==> src/rtl/barrel_shifter_pipe.sv <==
// Pipelined WIDTH-bit barrel shifter: rotate right/left, logical right, arithmetic right.
// Latency: SW = log2(WIDTH) cycles, one shift level per register stage, 1 beat/cycle.
// Backpressure: global stall; all stages hold while out_valid & ~out_ready, in_ready = advance.
module barrel_shifter_pipe #(
    parameter int WIDTH = 8
) (
    input  logic                     clk,
    input  logic                     rst,
    input  logic                     in_valid,
    output logic                     in_ready,
    input  logic [WIDTH-1:0]         in_data,
    input  logic [$clog2(WIDTH)-1:0] in_shamt,
    input  logic [1:0]               in_mode,
    output logic                     out_valid,
    input  logic                     out_ready,
    output logic [WIDTH-1:0]         out_data,
    output logic                     out_zero
);
    localparam int SW = $clog2(WIDTH);

    localparam logic [1:0] M_ROR = 2'b00;
    localparam logic [1:0] M_ROL = 2'b01;
    localparam logic [1:0] M_LSR = 2'b10;

    typedef struct packed {
        logic [WIDTH-1:0] dat;
        logic [SW-1:0]    shamt;
        logic [1:0]       mode;
        logic             sign;
    } stg_t;

    logic advance;
    logic zero_q;

    assign advance  = out_ready | ~out_valid;
    assign in_ready = advance;

    for (genvar k = 0; k < SW; k++) begin : g_stage
        localparam int N = 1 << k;

        stg_t src, res, q;
        logic src_vld, vld;

        if (k == 0) begin : g_head
            assign src     = '{dat: in_data, shamt: in_shamt, mode: in_mode, sign: in_data[WIDTH-1]};
            assign src_vld = in_valid & advance;
        end else begin : g_link
            assign src     = g_stage[k-1].q;
            assign src_vld = g_stage[k-1].vld;
        end

        always_comb begin
            res = src;
            if (src.shamt[k]) begin
                case (src.mode)
                    M_ROR:   res.dat = (src.dat >> N) | (src.dat << (WIDTH - N));
                    M_ROL:   res.dat = (src.dat << N) | (src.dat >> (WIDTH - N));
                    M_LSR:   res.dat = src.dat >> N;
                    // sign is the original operand MSB, not this stage's input MSB
                    default: res.dat = (src.dat >> N) | (src.sign ? ~({WIDTH{1'b1}} >> N) : '0);
                endcase
            end
        end

        // bubbles load zero payload so nothing undefined reaches out_data
        always_ff @(posedge clk or posedge rst) begin
            if (rst) begin
                vld <= 1'b0;
                q   <= '0;
            end else if (advance) begin
                vld <= src_vld;
                q   <= src_vld ? res : '0;
            end
        end
    end

    always_ff @(posedge clk or posedge rst) begin
        if (rst) begin
            zero_q <= 1'b0;
        end else if (advance) begin
            zero_q <= g_stage[SW-1].src_vld & (g_stage[SW-1].res.dat == '0);
        end
    end

    logic tail_unused;
    assign tail_unused = ^{g_stage[SW-1].q.shamt, g_stage[SW-1].q.mode, g_stage[SW-1].q.sign};

    assign out_valid = g_stage[SW-1].vld;
    assign out_data  = g_stage[SW-1].q.dat;
    assign out_zero  = zero_q & out_valid;
endmodule
==> config.mk <==
export PLATFORM = sky130hd
export DESIGN_NAME = barrel_shifter_pipe
export DESIGN_NICKNAME = d
export VERILOG_FILES = /design/src/rtl/barrel_shifter_pipe.sv
export SDC_FILE = /design/constraint.sdc
export NUM_CORES = 1
export LEC_CHECK = 0
export BUFFER_PORTS_ARGS = -buffer_cell sky130_fd_sc_hd__buf_4
export CORE_MARGIN = 3
export CORE_UTILIZATION = 55
export CTS_CLUSTER_DIAMETER = 60
export CTS_CLUSTER_SIZE = 12
export DETAILED_ROUTE_END_ITERATION = 10
export GPL_TIMING_DRIVEN = 0
export PLACE_DENSITY = 0.77
export SLEW_MARGIN = 20
export SYNTH_ARGS = -nofsm -noshare
export SYNTH_HDL_FRONTEND = slang
export SYNTH_SLANG_ARGS = --single-unit
export TNS_END_PERCENT = 1
==> constraint.sdc <==
create_clock -name clk -period 1.7 [get_ports clk]
set_input_delay 0.34 -clock clk [delete_from_list [all_inputs] [get_ports clk]]
set_output_delay 0.34 -clock clk [all_outputs]
set_load 0.01 [all_outputs]
== Word-level counts from Yosys, hierarchy flattened ==
Index checks and enable logic that the tools add are counted.

* Register bits: 40
* Logic and storage cells: 49
* Input bits: 17
* Output and inout port bits: 11

* Eq/ne operators: 6
* Muxes and demuxes: 12
* Reductions and logical operators: 5
* Bitwise logic cells: 13

{| class="wikitable"
|+ Operators with widths
! kind !! number
|-
| $mux 8 || 6
|-
| $pmux 8 s3 || 2
|-
| $mux 14 || 3
|-
| $or 6x8->8 || 2
|-
| $or 7x8->8 || 2
|-
| $pmux 8 s2 || 1
|-
| $logic_not 8->1 || 1
|-
| $or 4x8->8 || 1
|-
| $or 8x1->8 || 1
|-
| $or 8x2->8 || 1
|-
| $or 8x4->8 || 1
|-
| $eq 2x1->1 const B || 3
|-
| $eq 2x2->1 const B || 3
|-
| $logic_not 2->1 || 3
|-
| $and 1x1->1 || 3
|-
| $reduce_or 2->1 || 1
|-
| $not 1->1 || 1
|-
| $or 1x1->1 || 1
|}

== Longest topological paths before layout ==
Gate-level depths: netlist of run 1.

* Depth in word-level cells: 6
* Depth in mapped cells: 6
* Gate-level depth less buffers: 5

== Worst setup path after synthesis of run 1 ==
No wires, ideal clock.

* Kind: reg-to-output
* From: register g_stage[2].vld, in the netlist out_valid
* To: output in_ready
* Path slack: 0.408 ns
* Cell stages (with the launch flop): 4
* Data arrival time: 0.952 ns
* Path buffers: 1
* Data required time: 1.360 ns
* Cells stage by stage: dfrtp_1 -> nor2b_2 -> inv_2 -> clkbuf_1

* Word-level cells in the longest chain between the ends: 2

{| class="wikitable"
|+ Ends and longest elaborated chain
! item !! RTL line !! source
|-
| start, declared || 42 || <nowiki>logic src_vld, vld;</nowiki>
|-
| start signal, assigned || 71 || <nowiki>vld <= src_vld;</nowiki>
|-
| $not 1->1 || 35 || <nowiki>assign advance = out_ready | ~out_valid;</nowiki>
|-
| $or 1x1->1 || 35 ||
|-
| end, declared || 10 || <nowiki>output logic in_ready,</nowiki>
|}

No other way between the ends.

== Worst setup path after layout of run 1 ==
Ends and elaborated chain as after synthesis.

==> results of run 1 <==
state kept, by name (all words and copies together), names as in the netlist:
signal       flops
out_data         8
g_stage.vld      2
g_stage.q       25
zero_q           1
out_valid        1
placed cells by master, fill, tap and decap left out, types with 2 or more instances in the layout:
master	count
clkbuf_4	5
buf_2	6
a21oi_1	13
inv_2	2
buf_6	3
a21o_1	2
o221ai_1	2
buf_4	28
clkbuf_1	5
a31oi_1	3
clkinv_2	2
and2_1	4
dfrtp_1	37
nand2b_1	5
nand3_1	11
a22o_1	16
o21ai_0	9
nand2_1	30
nor2_1	19
mux2i_1	20
critical path: cells and delay by family (launching register included):
family / cells / cell delay [ns]
DFF: 1 / 0.39
buffers and inverters: 2 / 0.36
and+or+nand+nor: 1 / 0.17
power by group through the flow:
| stage | logic, uW | clock network [uW] | registers, uW |
|---|---|---|---|
| 2_1_floorplan | 672 | 0 | 1260 |
| 3_3_place_gp | 942 | 0 | 1270 |
| 3_5_place_dp | 970 | 0 | 1280 |
| 4_1_cts | 969 | 451 | 1260 |
| 5_1_grt | 1080 | 498 | 1290 |
| 6_report | 964 | 441 | 1260 |
through the flow:
step | setup slack (ns) | hold WS (ns)
after global placement | 0.134 | 0.452
final | 0.102 | 0.115
after floorplan | 0.408 | 0.440
after global routing | 0.0108 | 0.172
after CTS | 0.0786 | 0.133
after detailed placement | 0.185 | 0.469
kinds of logic after synthesis:
logic type / count (synthesis) / share of synthesized area
compound gates: 48 / 0.169
flops: 37 / 0.475
buf+inv: 18 / 0.0571
mux: 20 / 0.103
simple gates: 77 / 0.196
how the worst max path moves through the flow:
| stage | to | slack, ns | cells after the start |
|---|---|---|---|
| after floorplan | in_ready | 0.41 | 3 |
| after CTS | in_ready | 0.08 | 3 |
| after detailed placement | in_ready | 0.19 | 4 |
| after global placement | g_stage[0].q[8] | 0.13 | 2 |
| final | in_ready | 0.10 | 3 |
| after global routing | in_ready | 0.01 | 3 |
metal layers:
layer | share of wire | routed length [um] | vias up | global-route usage
met5 | 0 | 0 | - | 0
met4 | 0.018 | 73 | 0 | 0.0699
met3 | 0.036 | 145 | 7 | 0.0513
met2 | 0.51 | 2060 | 35 | 0.375
met1 | 0.43 | 1750 | 721 | 0.264
li1 | - | - | 763 | -
area by class of cell:
type                    count  area share
well taps                  44      0.0244
inverters                   2     0.00333
repair buffers             27      0.0899
clock inverters             2     0.00444
clock buffers               6      0.0183
multi-input cells         145       0.405
plain buffers              15      0.0444
flip-flops and latches     37       0.411
synthesized netlist by cell type, types with 2 or more instances:
cell      count  share of area
nand2_1      30          0.058
a31oi_1       3         0.0096
and2_1        4          0.013
nand2b_1      5          0.016
mux2i_1      20           0.10
nand3_1      11          0.028
clkbuf_1      5         0.0096
a21o_1        2         0.0077
a22o_1       16          0.072
a21oi_1      13          0.033
buf_6         3          0.017
nor2_1       19          0.037
o221ai_1      2         0.0090
o21ai_0       9          0.023
dfrtp_1      37           0.47
buf_2         6          0.015
==> metrics.md, run 1 <==
| Metric | Value |
|---|---|
| Die area | `roughly 0.0043 mm^2` |
| Share of cells above drive strength 1 | `0.231` |
| Setup Skew | `approximately 0.011 ns` |
| # IOs | `28` |
| Layout area overhead | `15.7%` |
| Final cell count without fillers | `278` |
| Leakage | `0.00108 uW` |
| CP arrival | `1.26 ns` |
| Fillcell total | `279` |
| Worst-skew pair later-pin latency | `0.34 ns` |
| CTS Root Buffer Type | `clkbuf_4` |
| Worst-Margin Slew | `0.736 ns` |
| P_int | `around 1700 uW` |
| Post-synthesis cell type count | `31` |
| Final ANT Viol Nets | `0` |
| Final setup fails | `0` |
| All-Layer GR Usage | `0.217` |
| Post-CTS setup buffer count | `0` |
| Chip width | `approximately 66 um` |
| Reg2Reg Setup Slack | `~0.18 ns` |
| Ys async rst share | `1.00` |
| Sequential share of power | `0.474` |
| Relative slew slack | `0.508` |
| R2R Path Start | `out_valid` |
| CP peak stage delay | `between 0.3 and 0.4 ns` |
| Initial Utilization | `0.609` |
| Worst Reg-to-Reg Cells | `5` |
| Iter 0 DRT Violations | `85` |
| RSZ-0062 raised after global routing | `no` |
| CP startpoint | `out_valid` |
| Die Ht | `approximately 66 um` |
| Seq/Total Area, Yosys | `0.475` |
| Hold crit path type | `in -> async` |
| FMAX | `around 630 MHz` |
| Layout Utilization | `0.704` |
| Largest net degree at the start of global routing | `38` |
| Slowest stage cell on the critical path | `dfrtp_1` |
| RD Place Congestion | `0.803` |
| Crit path cell chain | `nor2b_2 > inv_2 > buf_4` |
| Slew Viols, Final | `0` |
| Number of diodes | `0` |
| Switching Share | `0.363` |
| Power, Total | `roughly 2700 uW` |
| Post-route minimum period | `1.60 ns` |
| Mean post-synth cell area | `between 9 and 10 um^2` |
| Vias per Instance | `5.49` |
| Max Cap Violations | `0` |
| Vias | `approximately 1,500` |
| Worst vdd rail ir drop | `0.000767 V` |
| Synth Instances | `200` |
| Post-route cell area | `0.00225 mm^2` |
| Crit-path max FO | `15` |
| WL final | `4.02 mm` |
| # rows | `20` |
| Antenna violations before repair | `0` |
| CTS buffer count | `5` |
| Setup crit start kind | `register` |
| Pwr Density | `roughly 1200 mW/mm^2` |
| Synth Flop Type | `dfrtp_1` |
| HPWL Detailed | `just over 3 mm` |
| TritonCTS clock tree | `yes` |
| Syn nets | `~220` |
| Mapped Area | `0.00195 mm^2` |
| Remaining Overflow, GRT | `0` |
| Final #Nets | `250` |
| Clock sink count | `37` |
| Clock Path Buffers | `2` |
| Critical Path End Type | `primary output` |
| Footprint of the multi-input gates | `about 910 um^2` |
| Placed Cells | `roughly 270` |
| Synthesis-stage register bit count | `37` |
| Hold_buf cts | `0` |
| Comb power frac | `0.361` |
| DP Area | `approximately 0.0022 mm^2` |
| Worst r2r dst | `zero_q` |
| Number of global-route vias before repair | `1,502` |
| CP Data Required Time | `~1.4 ns` |
| Crit share post-route | `0.940` |
| Yosys warning total | `0` |
| Setup TNS | `0 ns` |
| Critical path class | `reg -> out` |
| DR pass1 iterations | `4` |
| Number of enable flip-flop cells after synthesis | `0` |
| WL/cell | `14.5 um` |
| Status | `complete, no violations` |
| H-tree depth | `2` |
| Net switching power | `967 uW` |
| Register area | `roughly 930 um^2` |
| Clock power frac | `0.165` |
| Worst-path clk slew | `0.11 ns` |
| First-pass GRT wire length | `7.04 mm` |
| Core ar. | `around 0.0032 mm^2` |
| Hold Violations, Final | `0` |
| Resize count post-CTS | `0` |
| Post-route DRC | `0` |
| Buffers on Ports | `27` |
Note: power is estimated with default switching activity, not from simulation.
==> run 2: changes to the inputs <==
--- a/config.mk
+++ b/config.mk
@@ -8,6 +8,7 @@
 export BUFFER_PORTS_ARGS = -buffer_cell sky130_fd_sc_hd__buf_4
 export CORE_MARGIN = 3
 export CORE_UTILIZATION = 55
+export CTS_BUF_LIST = sky130_fd_sc_hd__clkbuf_4 sky130_fd_sc_hd__clkbuf_8 sky130_fd_sc_hd__clkbuf_16
 export CTS_CLUSTER_DIAMETER = 60
 export CTS_CLUSTER_SIZE = 12
 export DETAILED_ROUTE_END_ITERATION = 10
==> metrics.md, run 2 (same netlist as run 1, synthesis figures left out) <==
| Metric | Value |
|---|---|
| Setup Skew | `approximately 0.011 ns` |
| Critical Path End Type | `primary output` |
| WL met1 | `approximately 1.8 mm` |
| Final ANT Viol Nets | `0` |
| CP Data Required Time | `1.36 ns` |
| Worst-Margin Slew | `approximately 0.74 ns` |
| P_int | `roughly 1700 uW` |
| Core ar. | `0.00320 mm^2` |
| Relative slew slack | `0.508` |
| Remaining Overflow, GRT | `0` |
| Hold crit path type | `in -> async` |
| Commonest non-fill, non-tap cells in the layout | `dfrtp_1, nand2_1, buf_4` |
| Critical path class | `reg -> out` |
| WL/cell | `14.5 um` |
| Number of global-route vias before repair | `between 1,000 and 1,500` |
| Pwr Density | `between 1000 and 1500 mW/mm^2` |
| H-tree depth | `2` |
| DR WL met2 | `about 2.1 mm` |
| Setup crit start kind | `register` |
| Max Cap Violations | `0` |
| CTS buffer count | `5` |
| Commonest non-fill, non-tap cell in the layout | `dfrtp_1` |
| Largest net degree at the start of global routing | `38` |
| Switching Share | `0.360` |
| Post-route minimum period | `1.59 ns` |
| Top Layer Used | `met4` |
| Antenna violations before repair | `0` |
| Number of diodes | `0` |
| Top reg by flops | `g_stage.q` |
| Slowest stage cell on the critical path | `dfrtp_1` |
| Slew Viols, Final | `0` |
| First-pass GRT wire length | `7.04 mm` |
| Metal3 WL | `~120 um` |
| Setup TNS | `0 ns` |
| Comb power frac | `0.359` |
| Iter 0 DRT Violations | `86` |
| Share of cells above drive strength 1 | `0.235` |
| Status | `complete, no violations` |
| RD Place Congestion | `between 0.8 and 0.9` |
| WL final | `around 4.0 mm` |
| Worst-skew pair later-pin latency | `0.34 ns` |
| Chip width | `65.5 um` |
| HPWL Detailed | `3.11 mm` |
| Leakage | `between 0.001 and 0.0015 uW` |
| Critical path depth in cells | `3` |
| Crit path max-delay family | `flip-flops` |
| Die area | `between 0.004 and 0.005 mm^2` |
| Sequential share of power | `0.471` |
| FMAX | `around 630 MHz` |
| Vias per Instance | `~5.5` |
| Clock sink count | `37` |
| All-Layer GR Usage | `0.216` |
| Final #Nets | `250` |
| Buffers on Ports | `27` |
| Clock power frac | `0.170` |
| TritonCTS clock tree | `yes` |
| Layout area overhead | `15.9%` |
| # IOs | `28` |
| Post-route DRC | `0` |
| CTS Root Buffer Type | `clkbuf_4` |
| Crit-path max FO | `15` |
| Crit share post-route | `0.936` |
| Worst Reg-to-Reg Cells | `5` |
| CP peak stage delay | `~0.39 ns` |
| RSZ-0062 raised after global routing | `no` |
| Hold Violations, Final | `0` |
| Final setup fails | `0` |
| Worst-path clk slew | `roughly 0.11 ns` |
| Crit path cell chain | `nor2b_2 > inv_2 > buf_4` |
| DR pass1 iterations | `4` |
| CP arrival | `between 1 and 1.5 ns` |
| Clock Path Buffers | `2` |
| Die Ht | `approximately 66 um` |
| Vias | `between 1,500 and 2,000` |
| WP buf/inv | `2` |
| Power, Total | `approximately 2700 uW` |
| Net switching power | `between 900 and 1000 uW` |
| # rows | `20` |
| Initial Utilization | `0.609` |
| Worst vdd rail ir drop | `~0.00076 V` |
| Max reg flops | `25` |
==> run 2: cell counts in the layout (fill, tap and decap cells not counted) <==
Identical to the previous run, type by type.
==> run 2: per-stage QoR <==
step | cell area [um^2] | setup slack, ns | std cells | util | hold WS, ns
3_5_place_dp | 2210 | 0.185 | 271 | 0.689 | 0.469
2_1_floorplan | 1950 | 0.408 | 200 | - | 0.440
3_3_place_gp | 2210 | 0.134 | 271 | 0.689 | 0.452
5_1_grt | 2260 | 0.0159 | 278 | 0.705 | 0.177
4_1_cts | 2260 | 0.0859 | 278 | 0.705 | 0.140
6_report | 2260 | 0.108 | 278 | 0.705 | 0.121
==> run 2: path summary, 6_finish.rpt <==
check	start	to	slack, ns
max in group asynchronous	rst	out_valid	1.10
worst max-delay path	out_valid	in_ready	0.11
worst max register to register	out_valid	zero_q	0.19
min in group clk	in_shamt[1]	g_stage[0].q[4]	0.22
worst min-delay path	rst	g_stage[1].q[2]	0.12
worst min register to register	out_data[0]	out_data[0]	0.49
==> run 2: layout make-up <==
| cell class | instances | area [um^2] |
|---|---|---|
| clock buffer | 6 | 45.0 |
| timing repair buffer | 27 | 203 |
| buffer | 15 | 100 |
| fill | 280 | 945 |
| inverter | 2 | 7.51 |
| tap | 44 | 55.1 |
| sequential | 37 | 926 |
| multi-input combinational | 145 | 912 |
| clock inverter | 2 | 10.0 |
==> run 2: what timing repair did <==
action	CTS	global route
hold buffers	0	0
endpoints found under the setup margin	1	0
setup buffers	0	0
resized for setup	0	0
==> run 2: power groups by stage <==
stage | logic (uW) | clock network [uW] | registers, uW
final | 962 | 457 | 1260
after global routing | 1080 | 513 | 1290
after CTS | 969 | 464 | 1260
after detailed placement | 970 | 0 | 1280
after global placement | 942 | 0 | 1270
after floorplan | 672 | 0 | 1260
==> run 2: per-layer routing <==
| metal | track usage | up-vias |
|---|---|---|
| met1 | 0.267 | 720 |
| met3 | 0.0410 | 9 |
| met4 | 0.0777 | 0 |
| met5 | 0 | - |
| li1 | - | 763 |
| met2 | 0.375 | 37 |
==> run 3: changes to the inputs <==
--- a/config.mk
+++ b/config.mk
@@ -5,15 +5,15 @@
 export SDC_FILE = /design/constraint.sdc
 export NUM_CORES = 1
 export LEC_CHECK = 0
+export ABC_AREA = 1
 export BUFFER_PORTS_ARGS = -buffer_cell sky130_fd_sc_hd__buf_4
 export CORE_MARGIN = 3
-export CORE_UTILIZATION = 55
+export CORE_UTILIZATION = 25
 export CTS_BUF_LIST = sky130_fd_sc_hd__clkbuf_4 sky130_fd_sc_hd__clkbuf_8 sky130_fd_sc_hd__clkbuf_16
 export CTS_CLUSTER_DIAMETER = 60
 export CTS_CLUSTER_SIZE = 12
 export DETAILED_ROUTE_END_ITERATION = 10
 export GPL_TIMING_DRIVEN = 0
-export PLACE_DENSITY = 0.77
 export SLEW_MARGIN = 20
 export SYNTH_ARGS = -nofsm -noshare
 export SYNTH_HDL_FRONTEND = slang
==> metrics.md, run 3 <==
| Metric | Value |
|---|---|
| Max reg flops | `25` |
| Commonest non-fill, non-tap cells in the layout | `nand2_1, dfrtp_1, buf_4` |
| First-pass GRT wire length | `7.87 mm` |
| Crit path cell chain | `nand2_4 > buf_4` |
| Yosys warning total | `0` |
| Setup TNS | `0 ns` |
| CTS Root Buffer Type | `clkbuf_8` |
| Initial Utilization | `0.262` |
| Clock Path Buffers | `2` |
| Final setup fails | `0` |
| Final ANT Viol Nets | `0` |
| CP startpoint | `out_valid` |
| CTS buffer count | `5` |
| R2R Path Start | `out_valid` |
| All-Layer GR Usage | `0.113` |
| Status | `complete, no violations` |
| Iter 0 DRT Violations | `60` |
| DR WL met2 | `about 2.1 mm` |
| CP peak stage delay | `0.44 ns` |
| Hold_buf cts | `0` |
| Critical Path End Type | `primary output` |
| Most common cell in the netlist | `nand2_1` |
| Reg2Reg Setup Slack | `roughly 0.45 ns` |
| CP Data Required Time | `~1.4 ns` |
| Top reg by flops | `g_stage.q` |
| Commonest non-fill, non-tap cell in the layout | `nand2_1` |
| Max Cap Violations | `0` |
| Critical path class | `reg -> out` |
| Worst Reg-to-Reg Cells | `5` |
| Worst vdd rail ir drop | `between 0.0003 and 0.0004 V` |
| Fillcell total | `about 800` |
| Die area | `just under 0.009 mm^2` |
| WL final | `~4.4 mm` |
| Leakage | `between 0.001 and 0.0015 uW` |
| Crit-path max FO | `14` |
| Top Layer Used | `met4` |
| Clock sink count | `37` |
| Number of enable flip-flop cells after synthesis | `0` |
| Crit share post-route | `0.854` |
| Synth Instances | `roughly 250` |
| Buffers on Ports | `27` |
| Layout Utilization | `0.317` |
| Yosys top cell area share | `0.477` |
| Power, Total | `roughly 2800 uW` |
| HPWL Detailed | `3.40 mm` |
| TritonCTS clock tree | `yes` |
| Synthesis-stage register bit count | `37` |
| Pwr Density | `1190 mW/mm^2` |
| Setup crit start kind | `register` |
| Setup Skew | `roughly 0.0030 ns` |
| Post-route cell area | `0.00235 mm^2` |
| Layout area overhead | `21.0%` |
| Vias | `about 1,700` |
| RD Place Congestion | `0.780` |
| # IOs | `28` |
| Post-route DRC | `0` |
| Share of cells above drive strength 1 | `0.228` |
| Core ar. | `between 0.007 and 0.008 mm^2` |
| Final #Nets | `297` |
| Mapped Area | `just under 0.002 mm^2` |
| Hold crit path type | `in -> async` |
| Slowest stage cell on the critical path | `dfrtp_1` |
| Synth area leader | `dfrtp_1` |
| Vias per Instance | `4.46` |
| Number of global-route vias before repair | `approximately 1,700` |
| Setup crit end | `in_ready` |
| FMAX | `about 700 MHz` |
| WL met1 | `2.08 mm` |
| Largest net degree at the start of global routing | `38` |
| CP arrival | `approximately 1.1 ns` |
| Seq/Total Area, Yosys | `0.477` |
| Hold Violations, Final | `0` |
| Slew Viols, Final | `0` |
| Worst r2r dst | `g_stage[0].q[9]` |
| Die Ht | `approximately 94 um` |
| Antenna violations before repair | `0` |
| Resize count post-CTS | `0` |
| Worst-path clk slew | `roughly 0.070 ns` |
| Metal3 WL | `191 um` |
| Mean post-synth cell area | `7.86 um^2` |
| Synth Flop Type | `dfrtp_1` |
| Number of diodes | `0` |
| Post-synthesis cell type count | `26` |
| Post-route minimum period | `between 1 and 1.5 ns` |
| Post-CTS setup buffer count | `0` |
| RSZ-0062 raised after global routing | `no` |
| Worst-skew pair later-pin latency | `0.29 ns` |
| Syn nets | `around 260` |
| Remaining Overflow, GRT | `0` |
| H-tree depth | `2` |
| DR pass1 iterations | `4` |
| Ys async rst share | `1.00` |
| Relative slew slack | `0.493` |
| Top post-synthesis cells by count | `nand2_1, dfrtp_1, inv_1` |
| WL/cell | `11.7 um` |
| Area contributors post-synth | `dfrtp_1, nand2_1, o21ai_0` |
| DP Area | `approximately 0.0023 mm^2` |
| Chip width | `approximately 94 um` |
| # rows | `31` |
| Worst-Margin Slew | `between 0.7 and 0.8 ns` |
==> run 3: cell types whose count changed after synthesis, moves of 4 or more <==
cell and delta:
a22o_1 -14, and2_1 -4, clkbuf_1 -4, inv_1 +24, inv_2 +7, mux2i_1 -20, nand2_1 +35, nand2b_1 -5
nor2_1 -9, o211ai_1 +4, o21ai_0 +13, o21ai_1 +20, o22ai_1 +5
==> run 3: layout make-up <==
class	count	area [um^2]	share of cell area
clock inverter	2	10.0	0.00426
sequential	37	926	0.394
inverter	34	130	0.0554
tap	99	124	0.0527
clock buffer	6	76.3	0.0325
timing repair buffer	27	203	0.0863
multi-input combinational	169	833	0.355
buffer	6	47.5	0.0202
==> run 3: worst min path at each step <==
stage,cells past startpoint,endpoint,from,slack [ns]
finish,2,out_data[5],rst,0.19
CTS,2,out_data[3],rst,0.21
global route,2,out_data[1],rst,0.26
detailed placement,2,out_data[4],out_data[4],0.47
floorplan,2,out_valid,g_stage[1].vld,0.44
global placement,2,out_valid,g_stage[1].vld,0.46
==> run 3: power by group <==
part | total, uW | switching, uW | internal, uW
sequential | 1200 | 123 | 1070
clock | 608 | 308 | 300
combinational | 979 | 602 | 377
==> run 3: logic make-up after synthesis <==
family,share of synthesized area
DFF,0.477
buffers and inverters,0.0941
and+or+nand+nor,0.231
AOI/OAI and AO/OA,0.198
==> run 3: stage by stage <==
stage	hold slack (ns)	cells	setup slack, ns
2_1_floorplan	0.442	247	0.527
3_3_place_gp	0.461	373	0.0527
3_5_place_dp	0.471	373	0.335
4_1_cts	0.209	381	0.0233
5_1_grt	0.257	380	0.158
6_report	0.191	380	0.248
==> run 3: critical path, delay by kind of cell (launching register included) <==
kind,cells,cell delay [ns]
AND/OR/NAND/NOR,1,0.22
buffers and inverters,1,0.17
flip-flops,1,0.44
==> run 3: routing by layer <==
layer  vias to the layer above  GRT usage
met2                        39      0.183
li1                        874          -
met3                         7     0.0248
met4                         0     0.0481
met5                         -          0
met1                       773      0.144
